--- src/rtl/scroll_pkg.sv ---
// Shared types and helpers for the scroll window engine.
// Build option: define SCROLL_DIR_EN to honour the dir input of scroll_window_engine.
package scroll_pkg;

  typedef enum logic [2:0] {
    IDLE,
    RUN_MSG,
    RUN_GAP,
    FLUSH,
    DONE
  } state_e;

  localparam int BLANK_DEFAULT = 0;

  // Width needed to hold a character count from 0 to max_len inclusive.
  function automatic int len_w(input int max_len);
    return $clog2(max_len + 1);
  endfunction

endpackage

--- src/rtl/scroll_shift_window.sv ---
// DIGITS x CODE_W window shift register with blank clear, bidirectional insert and hold.
// Digit 0 is the rightmost position; DIGITS must be at least 2.
module scroll_shift_window #(
  parameter int DIGITS = 8,
  parameter int CODE_W = 4,
  parameter int BLANK  = 0
) (
  input  logic                       clk_1hz,
  input  logic                       reset,
  input  logic                       en_i,
  input  logic                       clear_i,
  input  logic                       dir_i,
  input  logic [CODE_W-1:0]          code_i,
  output logic [DIGITS*CODE_W-1:0]   window_o
);

  localparam logic [CODE_W-1:0] BLANK_C = CODE_W'(BLANK);

  logic [DIGITS-1:0][CODE_W-1:0] win_q, win_d;

  // dir_i = 0 pushes toward higher digits with entry at digit 0; dir_i = 1 enters at the top digit.
  always_comb begin
    win_d = win_q;
    if (clear_i) begin
      win_d = {DIGITS{BLANK_C}};
    end else if (en_i) begin
      if (dir_i) begin
        win_d = {code_i, win_q[DIGITS-1:1]};
      end else begin
        win_d = {win_q[DIGITS-2:0], code_i};
      end
    end
  end

  always_ff @(posedge clk_1hz or posedge reset) begin
    if (reset) begin
      win_q <= {DIGITS{BLANK_C}};
    end else begin
      win_q <= win_d;
    end
  end

  assign window_o = win_q;

endmodule

--- src/rtl/scroll_window_engine.sv ---
// Scroll engine: streams a captured message through a DIGITS-wide window, one step per clk_1hz edge.
// Build option: SCROLL_DIR_EN enables the dir input; without it direction is fixed toward higher digits.
module scroll_window_engine
  import scroll_pkg::*;
#(
  parameter int DIGITS     = 8,
  parameter int CODE_W     = 4,
  parameter int MAX_LEN    = 16,
  parameter int GAP        = 1,
  parameter int BLANK      = BLANK_DEFAULT,
  parameter int AUTO_START = 1,
  localparam int LEN_W     = len_w(MAX_LEN)
) (
  input  logic                        clk_1hz,
  input  logic                        reset,
  input  logic                        start,
  input  logic                        step_en,
  input  logic                        loop_mode,
  input  logic                        dir,
  input  logic [LEN_W-1:0]            msg_len,
  input  logic [MAX_LEN*CODE_W-1:0]   msg_data,
  output logic [DIGITS*CODE_W-1:0]    window,
  output logic                        busy,
  output logic                        done,
  output logic                        wrap_pulse
);

  localparam int IDX_W   = (MAX_LEN > 1) ? $clog2(MAX_LEN) : 1;
  localparam int GAP_W   = (GAP > 1) ? $clog2(GAP) : 1;
  localparam int FLUSH_W = (DIGITS > 1) ? $clog2(DIGITS) : 1;
  localparam logic [CODE_W-1:0] BLANK_C = CODE_W'(BLANK);

  typedef logic [MAX_LEN-1:0][CODE_W-1:0] msg_t;

  state_e             state_q, state_d;
  msg_t               buf_q, msg_arr, cur_buf;
  logic [LEN_W-1:0]   len_q, len_d, rd_q, rd_d;
  logic [LEN_W-1:0]   new_len, cur_len, cur_rd, char_idx;
  logic [GAP_W-1:0]   gap_q, gap_d;
  logic [FLUSH_W-1:0] flush_q, flush_d;
  logic               loop_q, loop_d, cur_loop, cur_dir;
  logic               wrap_q, wrap_d;
  logic               accept, last_char;
  logic               shift_en, clear_win;
  logic [CODE_W-1:0]  shift_code;

  assign msg_arr = msg_data;
  assign new_len = (msg_len > LEN_W'(MAX_LEN)) ? LEN_W'(MAX_LEN) : msg_len;

  // AUTO_START only stands in for start while IDLE; leaving DONE always needs a real start.
  assign accept = (((state_q == IDLE) && (start || (AUTO_START != 0))) ||
                   ((state_q == DONE) && start)) && (msg_len != '0);

  // On the accepting edge the freshly sampled inputs drive the first step directly.
  assign cur_len  = accept ? new_len   : len_q;
  assign cur_rd   = accept ? '0        : rd_q;
  assign cur_loop = accept ? loop_mode : loop_q;
  assign cur_buf  = accept ? msg_arr   : buf_q;

`ifdef SCROLL_DIR_EN
  logic dir_q;

  assign cur_dir  = accept ? dir : dir_q;
  assign char_idx = cur_dir ? (cur_len - LEN_W'(1) - cur_rd) : cur_rd;

  always_ff @(posedge clk_1hz or posedge reset) begin
    if (reset) begin
      dir_q <= 1'b0;
    end else if (accept) begin
      dir_q <= dir;
    end
  end
`else
  logic unused_dir;

  assign unused_dir = dir;
  assign cur_dir    = 1'b0;
  assign char_idx   = cur_rd;
`endif

  assign last_char = (cur_rd == (cur_len - LEN_W'(1)));

  always_comb begin
    state_d    = state_q;
    len_d      = len_q;
    rd_d       = rd_q;
    gap_d      = gap_q;
    flush_d    = flush_q;
    loop_d     = loop_q;
    wrap_d     = 1'b0;
    shift_en   = 1'b0;
    shift_code = BLANK_C;
    clear_win  = (state_q == DONE) && !accept;

    if (accept || (step_en && (state_q == RUN_MSG))) begin
      shift_en   = 1'b1;
      shift_code = cur_buf[IDX_W'(char_idx)];
      len_d      = cur_len;
      loop_d     = cur_loop;
      gap_d      = '0;
      flush_d    = '0;
      state_d    = RUN_MSG;
      if (last_char) begin
        rd_d = '0;
        if (!cur_loop) begin
          state_d = FLUSH;
        end else if (GAP > 0) begin
          state_d = RUN_GAP;
        end else begin
          wrap_d = 1'b1;
        end
      end else begin
        rd_d = cur_rd + LEN_W'(1);
      end
    end else if (step_en) begin
      case (state_q)
        RUN_GAP: begin
          shift_en = 1'b1;
          if (gap_q == GAP_W'(GAP - 1)) begin
            gap_d   = '0;
            rd_d    = '0;
            wrap_d  = 1'b1;
            state_d = RUN_MSG;
          end else begin
            gap_d = gap_q + GAP_W'(1);
          end
        end
        FLUSH: begin
          shift_en = 1'b1;
          if (flush_q == FLUSH_W'(DIGITS - 1)) begin
            flush_d = '0;
            state_d = DONE;
          end else begin
            flush_d = flush_q + FLUSH_W'(1);
          end
        end
        default: ;
      endcase
    end
  end

  always_ff @(posedge clk_1hz or posedge reset) begin
    if (reset) begin
      state_q <= IDLE;
      buf_q   <= '0;
      len_q   <= '0;
      rd_q    <= '0;
      gap_q   <= '0;
      flush_q <= '0;
      loop_q  <= 1'b0;
      wrap_q  <= 1'b0;
    end else begin
      state_q <= state_d;
      len_q   <= len_d;
      rd_q    <= rd_d;
      gap_q   <= gap_d;
      flush_q <= flush_d;
      loop_q  <= loop_d;
      wrap_q  <= wrap_d;
      if (accept) begin
        buf_q <= msg_arr;
      end
    end
  end

  scroll_shift_window #(
    .DIGITS (DIGITS),
    .CODE_W (CODE_W),
    .BLANK  (BLANK)
  ) u_window (
    .clk_1hz  (clk_1hz),
    .reset    (reset),
    .en_i     (shift_en),
    .clear_i  (clear_win),
    .dir_i    (cur_dir),
    .code_i   (shift_code),
    .window_o (window)
  );

  assign busy       = (state_q == RUN_MSG) || (state_q == RUN_GAP) || (state_q == FLUSH);
  assign done       = (state_q == DONE);
  assign wrap_pulse = wrap_q;

endmodule

--- config.mk ---
export PLATFORM = sky130hd
export DESIGN_NAME = scroll_window_engine
export DESIGN_NICKNAME = d
export VERILOG_FILES = /design/src/rtl/scroll_pkg.sv /design/src/rtl/scroll_shift_window.sv /design/src/rtl/scroll_window_engine.sv
export SDC_FILE = /design/constraint.sdc
export NUM_CORES = 1
export LEC_CHECK = 0
export ABC_AREA = 1
export CAP_MARGIN = 0
export CELL_PAD_IN_SITES_DETAIL_PLACEMENT = 1
export CELL_PAD_IN_SITES_GLOBAL_PLACEMENT = 2
export CORE_MARGIN = 1
export CORE_UTILIZATION = 39
export CTS_CLUSTER_SIZE = 24
export DETAILED_ROUTE_END_ITERATION = 10
export DONT_BUFFER_PORTS = 1
export PLACE_DENSITY_LB_ADDON = 0.1
export SETUP_SLACK_MARGIN = 0.02
export SLEW_MARGIN = 20
export SYNTH_ARGS = -nofsm -noshare
export SYNTH_HDL_FRONTEND = slang
export SYNTH_SLANG_ARGS = --single-unit
--- constraint.sdc ---
create_clock -name clk_1hz -period 8.7 [get_ports clk_1hz]
set_input_delay 0.87 -clock clk_1hz [delete_from_list [all_inputs] [get_ports clk_1hz]]
set_output_delay 0.87 -clock clk_1hz [all_outputs]
set_load 0.01 [all_outputs]
* Word level (Yosys, flattened, before mapping)
Index checks and enable logic that the tools add are counted.
** Word-level totals
- Register bits after elaboration :: 115
- Bits of input ports :: 75
- Output and inout port bits :: 35
** Cells by class
- Add/subtract/negate cells :: 4
- Magnitude comparators :: 2
- Eq/ne operators :: 9
- Multiplexer cells :: 37
- Reduce and logical (&&, ||, !) cells :: 21
** Operators by type and width (count)
- 32-bit two-way mux :: 2
- 64-bit two-way mux :: 1
- 5-bit two-way mux :: 8
- 3-bit two-way mux :: 8
- 4-bit binary-select mux with 4-bit select :: 1
- 1-bit two-way mux :: 13
- 4-bit two-way mux :: 2
- 2-bit nonzero test :: 4
- 3-bit by 2-bit equality test with 1-bit output (second input constant) :: 2
- 3-bit equality test (second input constant) :: 2
- 3-bit != test (second input constant) :: 2
- 3-bit case mux with 2 select lines :: 1
- 5-bit by 1-bit adder with 5-bit output (second input constant) :: 1
- 5-bit equality test :: 1
- 5-bit > comparator (second input constant) :: 1
- 4-bit by 5-bit < comparator with 1-bit output (second input constant) :: 1
- 5-bit nonzero test :: 1
- 5-bit by 1-bit subtractor with 5-bit output (second input constant) :: 1
- 1-bit logical AND :: 4
- 1-bit logical OR :: 4
- 2-bit AND reduction :: 2
- 4-bit AND reduction :: 1
- 3-bit by 1-bit adder with 3-bit output (second input constant) :: 1
- 3-bit by 1-bit equality test with 1-bit output (second input constant) :: 1
- 8 further kinds :: 8

* Depth between registers and ports, before layout
Gate-level depths: netlist of the first run.
- Depth after elaboration :: 10
- Gate-level depth with buffers :: 22

* Cells and area by module
Synthesis of the first run repeated with hierarchy kept, for this count alone.
** Second synthesis, totals
- Cell total of the unflattened synthesis :: 807
- Area total of the unflattened synthesis :: 6102.1 um^2
** By module, submodules not included
- scroll_window_engine :: instances 1, cells an instance 565, area each 4406.7 um^2, seq. area each 2052.0 um^2
- scroll_shift_window :: instances 1, cells an instance 242, area each 1695.4 um^2, seq. area each 800.8 um^2

* Worst setup path after synthesis of the first run
Ideal clock, no wire load.
- Kind :: input -> register
- Start point :: input msg_len[3]
- End point :: register state_q[0]
- Setup time :: 0.117 ns
- Arrival time :: 2.554 ns
- Setup slack :: 6.030 ns
- Cell stages on the path :: 19
- Path buffers :: 2
- Cells stage by stage :: nor2_1 nand3_2 nand2_2 buf_6 buf_6 nand2_2 nand2_2 inv_2 ha_1 nand3_1 nand2_1 inv_1 nand2_1 nor2_1 nand2_1 nor2_4 nand3_1 nand2_1 nand2_1
** On the way
- Longest elaborated chain between the ends :: 7
- Elaborated cells between the ends (all ways) :: 18
- Classes of those cells :: add/sub: 1; order compare: 1; eq/ne: 3; mux: 7; reduce/logical: 6
** Ends and longest elaborated chain
- start, declared :: RTL line scroll_window_engine.sv:20 : input logic [LEN_W-1:0] msg_len,
- 5-bit > comparator / 5-bit nonzero test (equally long branches) :: RTL line scroll_window_engine.sv:48, scroll_window_engine.sv:52
- 5-bit two-way mux / 1-bit logical AND (equally long branches) :: RTL line scroll_window_engine.sv:48, scroll_window_engine.sv:52
- 5-bit two-way mux :: RTL line scroll_window_engine.sv:55 : assign cur_len = accept ? new_len : len_q;
- 5-bit by 1-bit subtractor with 5-bit output :: RTL line scroll_window_engine.sv:81 : assign last_char = (cur_rd == (cur_len - LEN_W'(1)));
- 5-bit equality test :: RTL line scroll_window_engine.sv:81
- 2-bit two-way mux :: RTL line scroll_window_engine.sv:103 : if (last_char) begin
- 3-bit two-way mux :: RTL line scroll_window_engine.sv:95 : if (accept || (step_en && (state_q == RUN_MSG))) begin
- end signal, assigned :: RTL line scroll_window_engine.sv:153 : state_q <= state_d;
- end, declared :: RTL line scroll_window_engine.sv:35 : state_e state_q, state_d;
Several ways; a longest one is shown, not always the timed one.
A chain may end at the register's enable or synchronous reset.

* Worst setup path in the final report of the first run
- Start point :: input msg_len[3]
- End point :: register u_window.win_q (netlist bit u_window.window_o[1])
** On the way
- Longest elaborated chain between the ends :: 8
- Elaborated cells between the ends (all ways) :: 14
- Classes of those cells :: mux: 8; reduce/logical: 6
** Ends and longest elaborated chain
- 5-bit nonzero test (*) :: RTL line scroll_window_engine.sv:52 : ((state_q == DONE) && start)) && (msg_len != '0);
- 1-bit logical AND (*) :: RTL line scroll_window_engine.sv:52
- 64-bit two-way mux / 5-bit two-way mux (equally long branches)
- 4-bit binary-select mux with 4-bit select :: RTL line scroll_window_engine.sv:97 : shift_code = cur_buf[IDX_W'(char_idx)];
- 4-bit two-way mux (not written as such) :: RTL line scroll_window_engine.sv:97
- 4-bit two-way mux :: RTL line scroll_window_engine.sv:95
- 32-bit two-way mux :: RTL line scroll_shift_window.sv:26 : end else if (en_i) begin
- 32-bit two-way mux :: RTL line scroll_shift_window.sv:24 : if (clear_i) begin
- end signal, assigned :: RTL line scroll_shift_window.sv:37 : win_q <= {DIGITS{BLANK_C}};
- end signal, assigned :: RTL line scroll_shift_window.sv:39 : win_q <= win_d;
- end, declared :: RTL line scroll_shift_window.sv:19 : logic [DIGITS-1:0][CODE_W-1:0] win_q, win_d;
Mark *: on every way between the ends. The rest lies on a longest branch, timed or not. The select of a mux whose other input is x is not followed.

==> flow_summary.ini, run 1 <==
[outcome]
outcome = complete, no violations

[synthesis]
yosysTopAreaCell = dfrtp_1
synth_common_cells = nand2_1, dfrtp_1, inv_1
synth_area_um2 = 5670
synth_flop_cell = dfrtp_1
ys_seq_elements = 114
ys_top_cells_by_area = dfrtp_1, nand2_1, nand3_1
synth.avg_cell_area_um2 = 7.88
ys_types = 28
syn_inst = 720
yosys.area.top_type_share_pct = 50.3
synth_enable_flop_cells = 0
ys_warn_count = 0
syn_nets = 799
synthArstFlopShare_pct = 100
synth_most_common_cell = nand2_1
seq_area_frac_synth_pct = 50.3

[pwr]
powerDensity_nw_per_um2 = 452
irDropWorstVdd_uv = 196
leakage_nw = 3.34

[finish]
multi_input_area_um2 = 2320
antenna_cells = 0
nFillCells = 1691
final_area_um2 = 6320
regArea_um2 = 2850
nNetsFinal = 787
synthToLayoutAreaGrowth_pct = 11.4
drive_above_1_share_pct = 10.5

[clock_tree]
cts.sinks = 114
ctsResizeCount = 0
hold_buffers = 0
postCtsSetupRepairBufs = 0
cts_buffers = 17
cts_tree = yes
insertion_delay_ns = 0.42
htree_levels = 4
clk_path_buf_depth = 2
root_buffer = clkbuf_16
clk_pin_slew_worst_paths_ns = 0.05

[grt]
grt_pass1_wl_mm = 24.3
grt-ovfl-total = 0
gr-usage-all-layers_pct = 21.5
antenna_found_initial = 0
grt_pass1_vias = 4779
grt_max_degree = 84

[worst_setup_path]
worstPathArrival_ns = 3.97
crit_slowest_cell = nand2_2
worstSetupEndpointType = register
cp_common_cell = nand2_1
worstPathRequired_ns = 9.00
crit_family = simple AND/OR/NAND/NOR gates
crit_chain = nor2_1 -> nand3_2 -> nand2_2 -> buf_4 -> nand2_2 -> inv_2 -> nand2_1 -> nand2_1 -> inv_1 -> o21ai_0 -> nand2_1 -> nand2_1 -> nand3_1 -> nand3_1 -> nand2_1
critical_path_class = input port to register
crit_fanout = 83
path_buf_inv = 3
worst_path_largest_cell_delay_ns = 0.69
startpoint_type = input port

[route]
drc = 0
drtAntennaViolNets = 0
drtIter0Drc = 228
post_drt_wl_per_cell_um = 16.7
via_count = 4554
first_pass_iters = 4
totalWireLength_mm = 15.0
via_per_inst = 5.05

[timing]
final_max_slew_viol_count = 0
fin_crit_ns = 3.67
fin_skew_ns = 0.0106
setup_viol = 0
slew_headroom_pct = 38.6
fin_crit_sh_pct = 42.2
hold_viol = 0
rsz0062_at_grt = no
fin_setup_tns_ns = 0
max_freq_mhz = 272
worst_pin_slew_ns = 0.922

[placed_design]
gp_congestion = 0.741
hpwl_mm = 9.90
portBuffers = 0
placedInstanceArea_um2 = 5700

[die]
die_height_um = 123
core_um2 = 14000
io_pins = 110
std_cell_rows = 43
fp.dieArea_um2 = 15000
die_w_um = 123
start_util_pct = 40.4

[run]
max-cap-violations = 0

[worst_hold_path]
hold_class = input port to async pin
[per-stage QoR]
stage	setup slack (ns)	std cells	power, mW	utilization, %	hold slack [ns]
finish	5.03	901	2.86	45.0	0.388
global route	4.67	901	3.11	45.0	0.422
CTS	4.99	901	2.91	45.0	0.404
detailed placement	4.55	869	2.15	40.6	0.464
global placement	4.65	869	2.09	40.6	0.460
floorplan	4.81	720	1.90	-	0.445
[cells by family after synthesis]
family | count (synthesis) | share of synthesized area [%]
and+or+nand+nor | 429 | 33.0
DFF | 114 | 50.3
buffers and inverters | 106 | 8.75
AOI/OAI and AO/OA | 64 | 6.62
adders and majority gates | 4 | 0.882
xor gates and xnor gates | 3 | 0.463
[per-layer routing]
layer / track usage [%] / routed length (µm) / vias up / part of all wire (%)
li1: - / - / 2229 / -
met1: 27.7 / 6970 / 2230 / 46
met2: 35.5 / 7310 / 86 / 49
met3: 5.25 / 620 / 9 / 4.1
met4: 6.78 / 132 / 0 / 0.88
met5: 0 / 0 / - / 0
[final cells by class]
| type | instances | share of cell area [%] |
|---|---|---|
| Clock buffer | 22 | 7.34 |
| Clock inverter | 10 | 2.47 |
| Inverter | 71 | 4.25 |
| Multi-Input combinational cell | 500 | 36.8 |
| Sequential cell | 114 | 45.1 |
| Tap cell | 180 | 3.56 |
| Timing Repair Buffer | 4 | 0.475 |
[report_power, final]
| part | total [mW] | internal [mW] | switching, mW | leakage [nW] |
|---|---|---|---|---|
| sequential | 0.924 | 0.767 | 0.158 | 1.44 |
| clock | 0.736 | 0.492 | 0.244 | 0.304 |
| combinational | 1.20 | 0.350 | 0.849 | 1.59 |
[registers in the layout, summed over array words and instances, names as in the netlist]
register           flops
loop_q                 1
u_window.window_o     32
wrap_pulse             1
len_q                  5
state_q                3
flush_q                3
rd_q                   5
buf_q                 64
[cells in the final DEF (no fill, tap or decap), types with 4 or more instances in the layout]
master / n
nand3_1: 62
bufinv_16: 4
clkbuf_16: 17
nand3_2: 22
o21a_1: 4
o21bai_1: 4
nand2_2: 7
inv_2: 7
nor2_1: 15
nand2_1: 315
o211ai_1: 8
clkinv_2: 4
dfrtp_1: 114
inv_1: 63
o21ai_0: 36
ha_1: 4
buf_4: 4
a21oi_1: 10
[path summary, 6_finish.rpt]
kind                                         from                                end  slack (ns)  cells after the start
min reg2reg                   buf_q[10]$_DFF_PP0_                buf_q[10]$_DFF_PP0_        0.48                      2
min in group clk_1hz          buf_q[10]$_DFF_PP0_                buf_q[10]$_DFF_PP0_        0.48                      2
max reg2reg                state_q[1]$_DFFE_PP0P_   u_window.window_o[1]$_DFFE_PP0P_        5.13                     16
max                                    msg_len[3]   u_window.window_o[1]$_DFFE_PP0P_        5.03                     15
min                                         reset  u_window.window_o[29]$_DFFE_PP0P_        0.39                      1
max in group asynchronous                   reset   u_window.window_o[3]$_DFFE_PP0P_        6.96                      2
(Power assumes the default switching activity.)
==> inputs of run 2 (changes only) <==
--- a/config.mk
+++ b/config.mk
@@ -10,7 +10,7 @@
 export CELL_PAD_IN_SITES_DETAIL_PLACEMENT = 1
 export CELL_PAD_IN_SITES_GLOBAL_PLACEMENT = 2
 export CORE_MARGIN = 1
-export CORE_UTILIZATION = 39
+export CORE_UTILIZATION = 36
 export CTS_CLUSTER_SIZE = 24
 export DETAILED_ROUTE_END_ITERATION = 10
 export DONT_BUFFER_PORTS = 1
==> constraint.sdc (replaced) <==
create_clock -name clk_1hz -period 3.6 [get_ports clk_1hz]
set_input_delay 0.36 -clock clk_1hz [delete_from_list [all_inputs] [get_ports clk_1hz]]
set_output_delay 0.36 -clock clk_1hz [all_outputs]
set_load 0.01 [all_outputs]
==> flow_summary.ini, run 2 (synthesis results as in run 1) <==
[die]
start_util_pct = 37.1
std_cell_rows = 45
io_pins = 110
die_w_um = 128
die_height_um = 128
core_um2 = 15300
fp.dieArea_um2 = 16300

[route]
drtIter0Drc = 234
post_drt_wl_per_cell_um = 16.3
via_per_inst = 4.86
first_pass_iters = 4
totalWireLength_mm = 15.3
drc = 0
drtAntennaViolNets = 0
via_count = 4560

[grt]
grt_max_degree = 72
antenna_found_initial = 0
grt-ovfl-total = 0
grt_pass1_vias = 4878
grt_pass1_wl_mm = 25.3
gr-usage-all-layers_pct = 20.4

[timing]
setup_viol = 0
fin_crit_ns = 2.86
max_freq_mhz = 349
rsz0062_at_grt = no
hold_viol = 0
fin_skew_ns = 0.0107
slew_headroom_pct = 55.9
fin_ws_ns = 0.738
fin_crit_sh_pct = 79.5
worst_pin_slew_ns = 0.662
final_max_slew_viol_count = 0
fin_setup_tns_ns = 0

[placed_design]
gp_congestion = 0.734
pre_cts_slack_ns = 0.664
hpwl_mm = 10.4
portBuffers = 0

[clock_tree]
cts_buffers = 17
root_buffer = clkbuf_16
cts.sinks = 114
hold_buffers = 1
cts_tree = yes
clk_path_buf_depth = 2
insertion_delay_ns = 0.42
clk_pin_slew_worst_paths_ns = 0.06
postCtsSetupRepairBufs = 0
ctsResizeCount = 0
htree_levels = 4

[finish]
fin_util_pct = 42.0
antenna_cells = 0
mostFrequentLayoutCell = nand2_1
final_cell_mix = nand2_1, dfrtp_1, inv_1
synthToLayoutAreaGrowth_pct = 13.3
drive_above_1_share_pct = 11.6
nNetsFinal = 793
largest-register = buf_q
largest_register_ffs = 64

[run]
max-cap-violations = 0

[pwr]
p_total_mw = 7.01
powerDensity_nw_per_um2 = 1090
leakage_nw = 3.37
irDropWorstVdd_uv = 393

[worst_setup_path]
crit_chain = nand2_1 -> nand2_2 -> inv_2 -> nand2_2 -> inv_2 -> nor2_4 -> inv_2 -> a31oi_2 -> nand2_2 -> buf_4 -> inv_2 -> nand2_1 -> nand2_1
r2r_end = u_window.window_o[28]$_DFFE_PP0P_
reg2reg_depth = 13
startpoint_type = register
worstPathArrival_ns = 3.21
worstPathRequired_ns = 3.95
crit_slowest_cell = inv_2
r2r_start = state_q[2]$_DFFE_PP0P_
r2r_setup_slack_ns = 0.74
worst_path_largest_cell_delay_ns = 0.45
worstSetupEndpointType = register
cp_common_cell = inv_2
crit_fanout = 32
critical_path_class = register to register

[worst_hold_path]
holdPathStages = 2
holdCritStartpoint = msg_data[60]
hold_class = input port to register
whs_endpoint = buf_q[60]$_DFF_PP0_

[outcome]
outcome = complete, no violations
run 2: cell types whose count changed in the layout (fill, tap and decap cells not counted):
cell | previous run | this run
buf_12 | 0 | 1
buf_4 | 4 | 8
clkbuf_1 | 3 | 0
clkbuf_8 | 2 | 0
clkinv_2 | 4 | 2
clkinv_4 | 1 | 3
clkinvlp_4 | 1 | 3
dlygate4sd3_1 | 0 | 1
inv_6 | 0 | 3
run 2: worst max-delay path by stage:
stage / startpoint / endpoint / slack, ns / cells past startpoint
final: state_q[2]$_DFFE_PP0P_ / u_window.window_o[28]$_DFFE_PP0P_ / 0.74 / 13
after global routing: state_q[2]$_DFFE_PP0P_ / u_window.window_o[1]$_DFFE_PP0P_ / 0.40 / 15
after CTS: state_q[2]$_DFFE_PP0P_ / u_window.window_o[28]$_DFFE_PP0P_ / 0.66 / 13
after detailed placement: msg_len[3] / u_window.window_o[28]$_DFFE_PP0P_ / 0.66 / 12
after global placement: msg_len[3] / u_window.window_o[1]$_DFFE_PP0P_ / 0.79 / 14
after floorplan: reset / buf_q[0]$_DFF_PP0_ / 0.22 / 1
run 2: layer usage:
| metal | part of all wire, % | track usage (%) |
|---|---|---|
| met1 | 46 | 25.8 |
| met2 | 48 | 34.3 |
| met3 | 4.2 | 4.65 |
| met4 | 1.5 | 7.21 |
| met5 | 0 | 0 |
run 2: critical path: cells and delay by family (launching register included):
family / cells / cell delay, ns
flip-flops: 1 / 0.42
buffers and inverters: 5 / 1.02
AND/OR/NAND/NOR: 7 / 1.10
AO/OA/AOI/OAI: 1 / 0.24
run 2: stage by stage:
step                std cells  cell area, µm²  hold WS (ns)
finish                    938            6430        0.0547
global route              938            6430        0.0485
CTS                       938            6430        0.0378
detailed placement        905            5790         0.342
global placement          905            5790         0.333
floorplan                 720            5670         0.445
run 2: final cells by class:
type / instances / area, µm²
timing repair buffer: 10 / 90.1
clock inverter: 15 / 205
multi-input combinational: 500 / 2320
inverter: 71 / 269
fill: 1857 / 8880
tap: 211 / 264
sequential: 114 / 2850
clock buffer: 17 / 425
run 2: report_power, final:
group          internal [mW]  switching, mW
clock                   1.16          0.647
combinational          0.885           2.07
sequential              1.85          0.390
total                   3.90           3.11
==> variant 1, RTL diff (flow settings as in run 2) <==
Encoding of `state_e`: now Gray code (3 bits for 5 states).
--- a/src/rtl/scroll_pkg.sv
+++ b/src/rtl/scroll_pkg.sv
@@ -3,11 +3,11 @@
 package scroll_pkg;
 
   typedef enum logic [2:0] {
-    IDLE,
-    RUN_MSG,
-    RUN_GAP,
-    FLUSH,
-    DONE
+    IDLE    = 3'b000,
+    RUN_MSG = 3'b001,
+    RUN_GAP = 3'b011,
+    FLUSH   = 3'b010,
+    DONE    = 3'b110
   } state_e;
 
   localparam int BLANK_DEFAULT = 0;
Function: same outputs for any inputs over 4 cycles, from zero or initial values and one cycle with reset high; so few cycles prove little.
==> variant 1 against run 2 <==
Total power is 7.0% lower. Count of clock-buffer cells in the layout rose by 2. Setup slack barely moved. Die area is 2.2% lower. Sequential cell count unchanged. Routed wire length fell by 2.2%. Area after synthesis decreased by 2.2%. Utilization down 0.75 points. Cell area is 2.9% lower. Worst hold slack gained 4.4 ps. Via count fell by 2.0%. Clock skew down 2.8 ps. Critical endpoint is now u_window.window_o[7]. Largest power group unchanged.
==> variant 1: results (changes against run 2) <==
* Status: finished clean (unchanged)
* Flip-flop and latch count at 114 (unchanged)
* Final period util at 79.48% (was 79.49%)
* Register area share after synthesis at 51.40% (was 50.28%)
* Fillers at 1,819 (was 1,857)
* #MultiIn Comb at 451 (was 500)
* GR Util met1 at 26.75% (was 25.79%)
* GRT Util Overall at 20.59% (was 20.44%)
* Worst reg-to-reg setup slack at 740 ps (about the same)
* Met3 GRT Util at 5.055% (was 4.648%)
* Critical path peak fanout at 63 (was 32)
* Via/cell ratio at 5.065 (was 4.861)
* Clock buf/inv share at 8.874% (was 9.805%)
* Non-Clock Buffer Count at 6 (was 10)
* Vias in the first global route at 4,824 (was 4,878)
* HPWL reported at the end of detailed placement at 10.16 mm (was 10.38 mm)
* WL met2 at 7.264 mm (was 7.407 mm)
* GP Congestion at 0.7385 (was 0.7336)
* Hold Crit Start: msg_data[39] (was msg_data[60])
* Number of non-clock inverters in the layout at 91 (was 71)
* Number of clock buffers in the layout at 19 (was 17)
* CP Launch Point: state_q[1] (was state_q[2])
* Placed cell areas at 5682 um2 (was 5791 um2)
* Delay of the slowest critical-path stage at 430 ps (was 450 ps)
* GRT met2 Usage at 33.73% (was 34.33%)
* Placed cell count at 849 (was 905)
* Layout cell share with drive strength beyond 1 at 9.222% (was 11.55%)
* Non-clock buffer share at 1.162% (was 1.401%)
* Setup WS pre-CTS at 687.3 ps (was 664.4 ps)
* Max-Slew Margin vs Limit at 46.28% (was 55.88%)
* Fraction of area in multi-input gates at 35.02% (was 36.15%)
* Arrival @ worst endpoint at 3190 ps (was 3210 ps)
* Drt pass-1 iters at 6 (was 4)
* Routed len/inst at 17.01 um (was 16.34 um)
* Worst VDD drop at 0.3675 mV (was 0.3932 mV)
* Netlist cell types at 34 (was 28)
* Syn Nets at 766 (was 799)
* Endpoint, Worst Hold: buf_q[39] (was buf_q[60])
* Post-Syn Instances at 687 (was 720)
* Crit path max-delay cell type: dfrtp_1 (was inv_2)
* Iteration-0 DRC Markers at 161 (was 234)
* WL met3 at 558 um (was 639 um)
* First-pass GRT wire length at 25.21 mm (was 25.26 mm)
* Final Instance Area at 6246 um2 (was 6431 um2)
* Clock Skews at 7.984 ps (was 10.74 ps)
* Fin util at 41.24% (was 41.99%)
[variant 1: cell count changes after synthesis, sizes merged, moves of 5 or more]
cell / change
nand3: -34
o211ai: +6
inv: +20
clkbuf: +5
a21oi: -5
o21ai: +29
nand2: -85
o31ai: +12
buf: -9
nor2: +10
[variant 1: power breakdown]
part / leakage (uW) / switching [uW] / internal (uW) / total (uW)
combinational: 0.00142 / 1880 / 840 / 2720
clock: 0.000265 / 614 / 963 / 1580
sequential: 0.00144 / 353 / 1870 / 2220
[variant 1: kinds of logic after synthesis]
| family | Yosys count | share of synthesized area (%) |
|---|---|---|
| XOR/XNOR | 4 | 0.6311 |
| AO/OA/AOI/OAI | 118 | 12.69 |
| flip-flops | 114 | 51.40 |
| buffers and inverters | 122 | 9.197 |
| adder cells (fa/ha/maj) | 4 | 0.9017 |
| AND/OR/NAND/NOR | 325 | 25.18 |
[variant 1: repair_timing]
item	CTS	global route
hold buffers	1	0
setup endpoints to repair	0	0
hold endpoints to repair	2	0
==> variant 2, RTL diff (flow settings as in run 2) <==
Made on the original files. Build with the macro `SCROLL_DIR_EN` defined.
--- a/src/rtl/scroll_window_engine.sv
+++ b/src/rtl/scroll_window_engine.sv
@@ -1,5 +1,7 @@
 // Scroll engine: streams a captured message through a DIGITS-wide window, one step per clk_1hz edge.
 // Build option: SCROLL_DIR_EN enables the dir input; without it direction is fixed toward higher digits.
+`define SCROLL_DIR_EN
+
 module scroll_window_engine
   import scroll_pkg::*;
 #(
Behaviour: not the same (a bounded check fails within 4 cycles, from zero or initial values and one cycle with reset high).
==> variant 2 against run 2 <==
The flow now finishes with violations (hold timing). First-iteration DRC count shrank 3.0%. Area after synthesis rose by 4.5%. Utilization is 0.30 points higher. Global-route usage grew 0.53 points. Sequential cell count grew 1. Sequential share of layout area shrank 1.8 points. Cell area increased by 5.2%. Critical path depth up 10. Setup slack lost 410 ps. Routed wire length grew 9.1%. Via count is 12% higher. Synthesized cell count rose by 10%. Critical path type unchanged. Critical endpoint is now u_window.window_o[29]. Largest cell class unchanged. Highest routed layer unchanged.
Power is not shown: default switching activity piles up to over one toggle a cycle in this logic, so the estimate is an artifact.
==> variant 2: results (changes against run 2) <==
* Arrival @ worst endpoint at 3590 ps (was 3210 ps)
* Placed cell areas at 6065 um2 (was 5791 um2)
* Non-clock buffer share at 1.664% (was 1.401%)
* First-pass GRT wire length at 26.99 mm (was 25.26 mm)
* Non-Clock Buffer Count at 14 (was 10)
* Syn Nets at 876 (was 799)
* # diodes at 0 (unchanged)
* Synth top area cells: dfrtp_1 (49%), nand2_1 (24%), nand3_1 (6.1%) (was dfrtp_1 (50%), nand2_1 (21%), nand3_1 (5.5%))
* Clock Skews at 10.01 ps (was 10.74 ps)
* Setup WS pre-CTS at 138.1 ps (was 664.4 ps)
* P&R area growth vs syn at 14.09% (was 13.34%)
* Max-Slew Margin vs Limit at 42.42% (was 55.88%)
* Sinks on Clock Net at 115 (was 114)
* Register area at 2879 um2 (was 2853 um2)
* Fillers at 2,010 (was 1,857)
* Min Hold Slack at -71.62 ps (was 54.73 ps)
* Iteration-0 DRC Markers at 227 (was 234)
* Layout cell share with drive strength beyond 1 at 9.677% (was 11.55%)
* Failing checks: hold timing
* Via/cell ratio at 4.979 (was 4.861)
* Final Non-Filler Cells at 1,022 (was 938)
* HPWL reported at the end of detailed placement at 11.70 mm (was 10.38 mm)
* Worst Hold Class: input port to asynchronous set/reset pin (was input port to register)
* Status: finished, violations left (was finished clean)
* #MultiIn Comb at 607 (was 500)
* Synth Area in Adders at 1.392% (was 0.8820%)
* Synth Area in Compound Gates at 6.961% (was 6.615%)
* Clock latency on the worst-skew pair at 420 ps (about the same)
* Port Buf Inserts at 0 (unchanged)
* Routed len/inst at 16.37 um (was 16.34 um)
* Netlist cell types at 33 (was 28)
* Synth Warn # at 0 (unchanged)
* # nets final at 874 (was 793)
* Drt pass-1 iters at 4 (unchanged)
* Vias in the first global route at 5,399 (was 4,878)
* Number of non-clock inverters in the layout at 38 (was 71)
* GP Congestion at 0.8129 (was 0.7336)
* Synth Area in XOR/XNOR at 0.7382% (was 0.4631%)
* Largest family of logic cells by synthesized area: simple AND/OR/NAND/NOR gates (unchanged)
* Mapped Avg Cell Area at 7.462 um2 (was 7.881 um2)
* Multi-input combinational cell area at 2733 um2 (was 2325 um2)
* Placed cell count at 983 (was 905)
* Reg clk slew, reported paths at 50 ps
* Register with the most flip-flops: buf_q (unchanged)
* Final Hold Viols at 73 (was 0)
* Number of clock buffers in the layout at 23 (was 17)
* Synth cell count leaders: nand2_1 (387), dfrtp_1 (115), nand3_1 (72), o21ai_0 (36), nor2_1 (34) (was nand2_1 (315), dfrtp_1 (114), inv_1 (64), nand3_1 (62), o21ai_0 (36))
* Register area share after synthesis at 48.51% (was 50.28%)
* Clock buf/inv share at 9.207% (was 9.805%)
* CTS Buf Count at 17 (unchanged)
* Ys flop type: dfrtp_1 (unchanged)
* Critical path peak fanout at 11 (was 32)
* Largest net degree at the start of global routing at 82 (was 72)
* GRT Util Overall at 20.96% (was 20.44%)
-- variant 2: cell count changes after synthesis, sizes merged, moves of 2 or more --
cell and delta:
nand4 +5, buf -8, clkbuf +9, nand2 +77, nand3 -10, o21a -4, o21ai +30, nor2 +19
inv -33, o21bai -4, o211ai -8, a21oi -6, xnor2 +2
-- variant 2: final timing paths --
| kind | endpoint | slack (ps) | cells after the start | start |
|---|---|---|---|---|
| worst min register to register | buf_q[19] | 480 | 2 | buf_q[19] |
| min in group clk_1hz | buf_q[13] | 90 | 2 | msg_data[13] |
| worst max register to register | u_window.window_o[29] | 320 | 23 | state_q[0] |
| worst min-delay path | buf_q[5] | -70 | 1 | reset |
| max in group asynchronous | u_window.window_o[24] | 2910 | 2 | reset |
| worst max-delay path | u_window.window_o[29] | 320 | 23 | state_q[0] |
-- variant 2: cell families after synthesis --
group | Yosys count
and+or+nand+nor | 521
xor gates and xnor gates | 5
buffers and inverters | 74
adders and majority gates | 6
DFF | 115
AOI/OAI and AO/OA | 74
-- variant 2: worst max-delay path: stages, from the launching register on --
cell,delay (ps)
dfrtp_2,450
inv_2,100
nand2_4,70
nor2_8,150
nand2_8,110
nand2_1,90
nand2_1,110
nor2_4,140
inv_1,70
nand2_1,80
inv_1,60
fa_1,490
inv_1,60
o21ai_4,280
buf_4,210
nand3_1,80
nand2_1,70
nand2_1,50
nand2_1,70
nand2_1,60
nand3_1,140
nand2_1,90
nand2_1,70
nand2_1,50
-- variant 2: timing repair --
action,4_1_cts,5_1_grt
resized for setup,0,8
buffers inserted,0,5
setup endpoints to repair,0,32
-- variant 2: layer usage --
layer	GRT usage (%)	vias up	wire length [um]
li1	-	2524	-
met1	25.21	2447	7564
met2	35.48	92	8029
met3	6.109	26	806
met4	7.911	0	330
met5	0	-	0
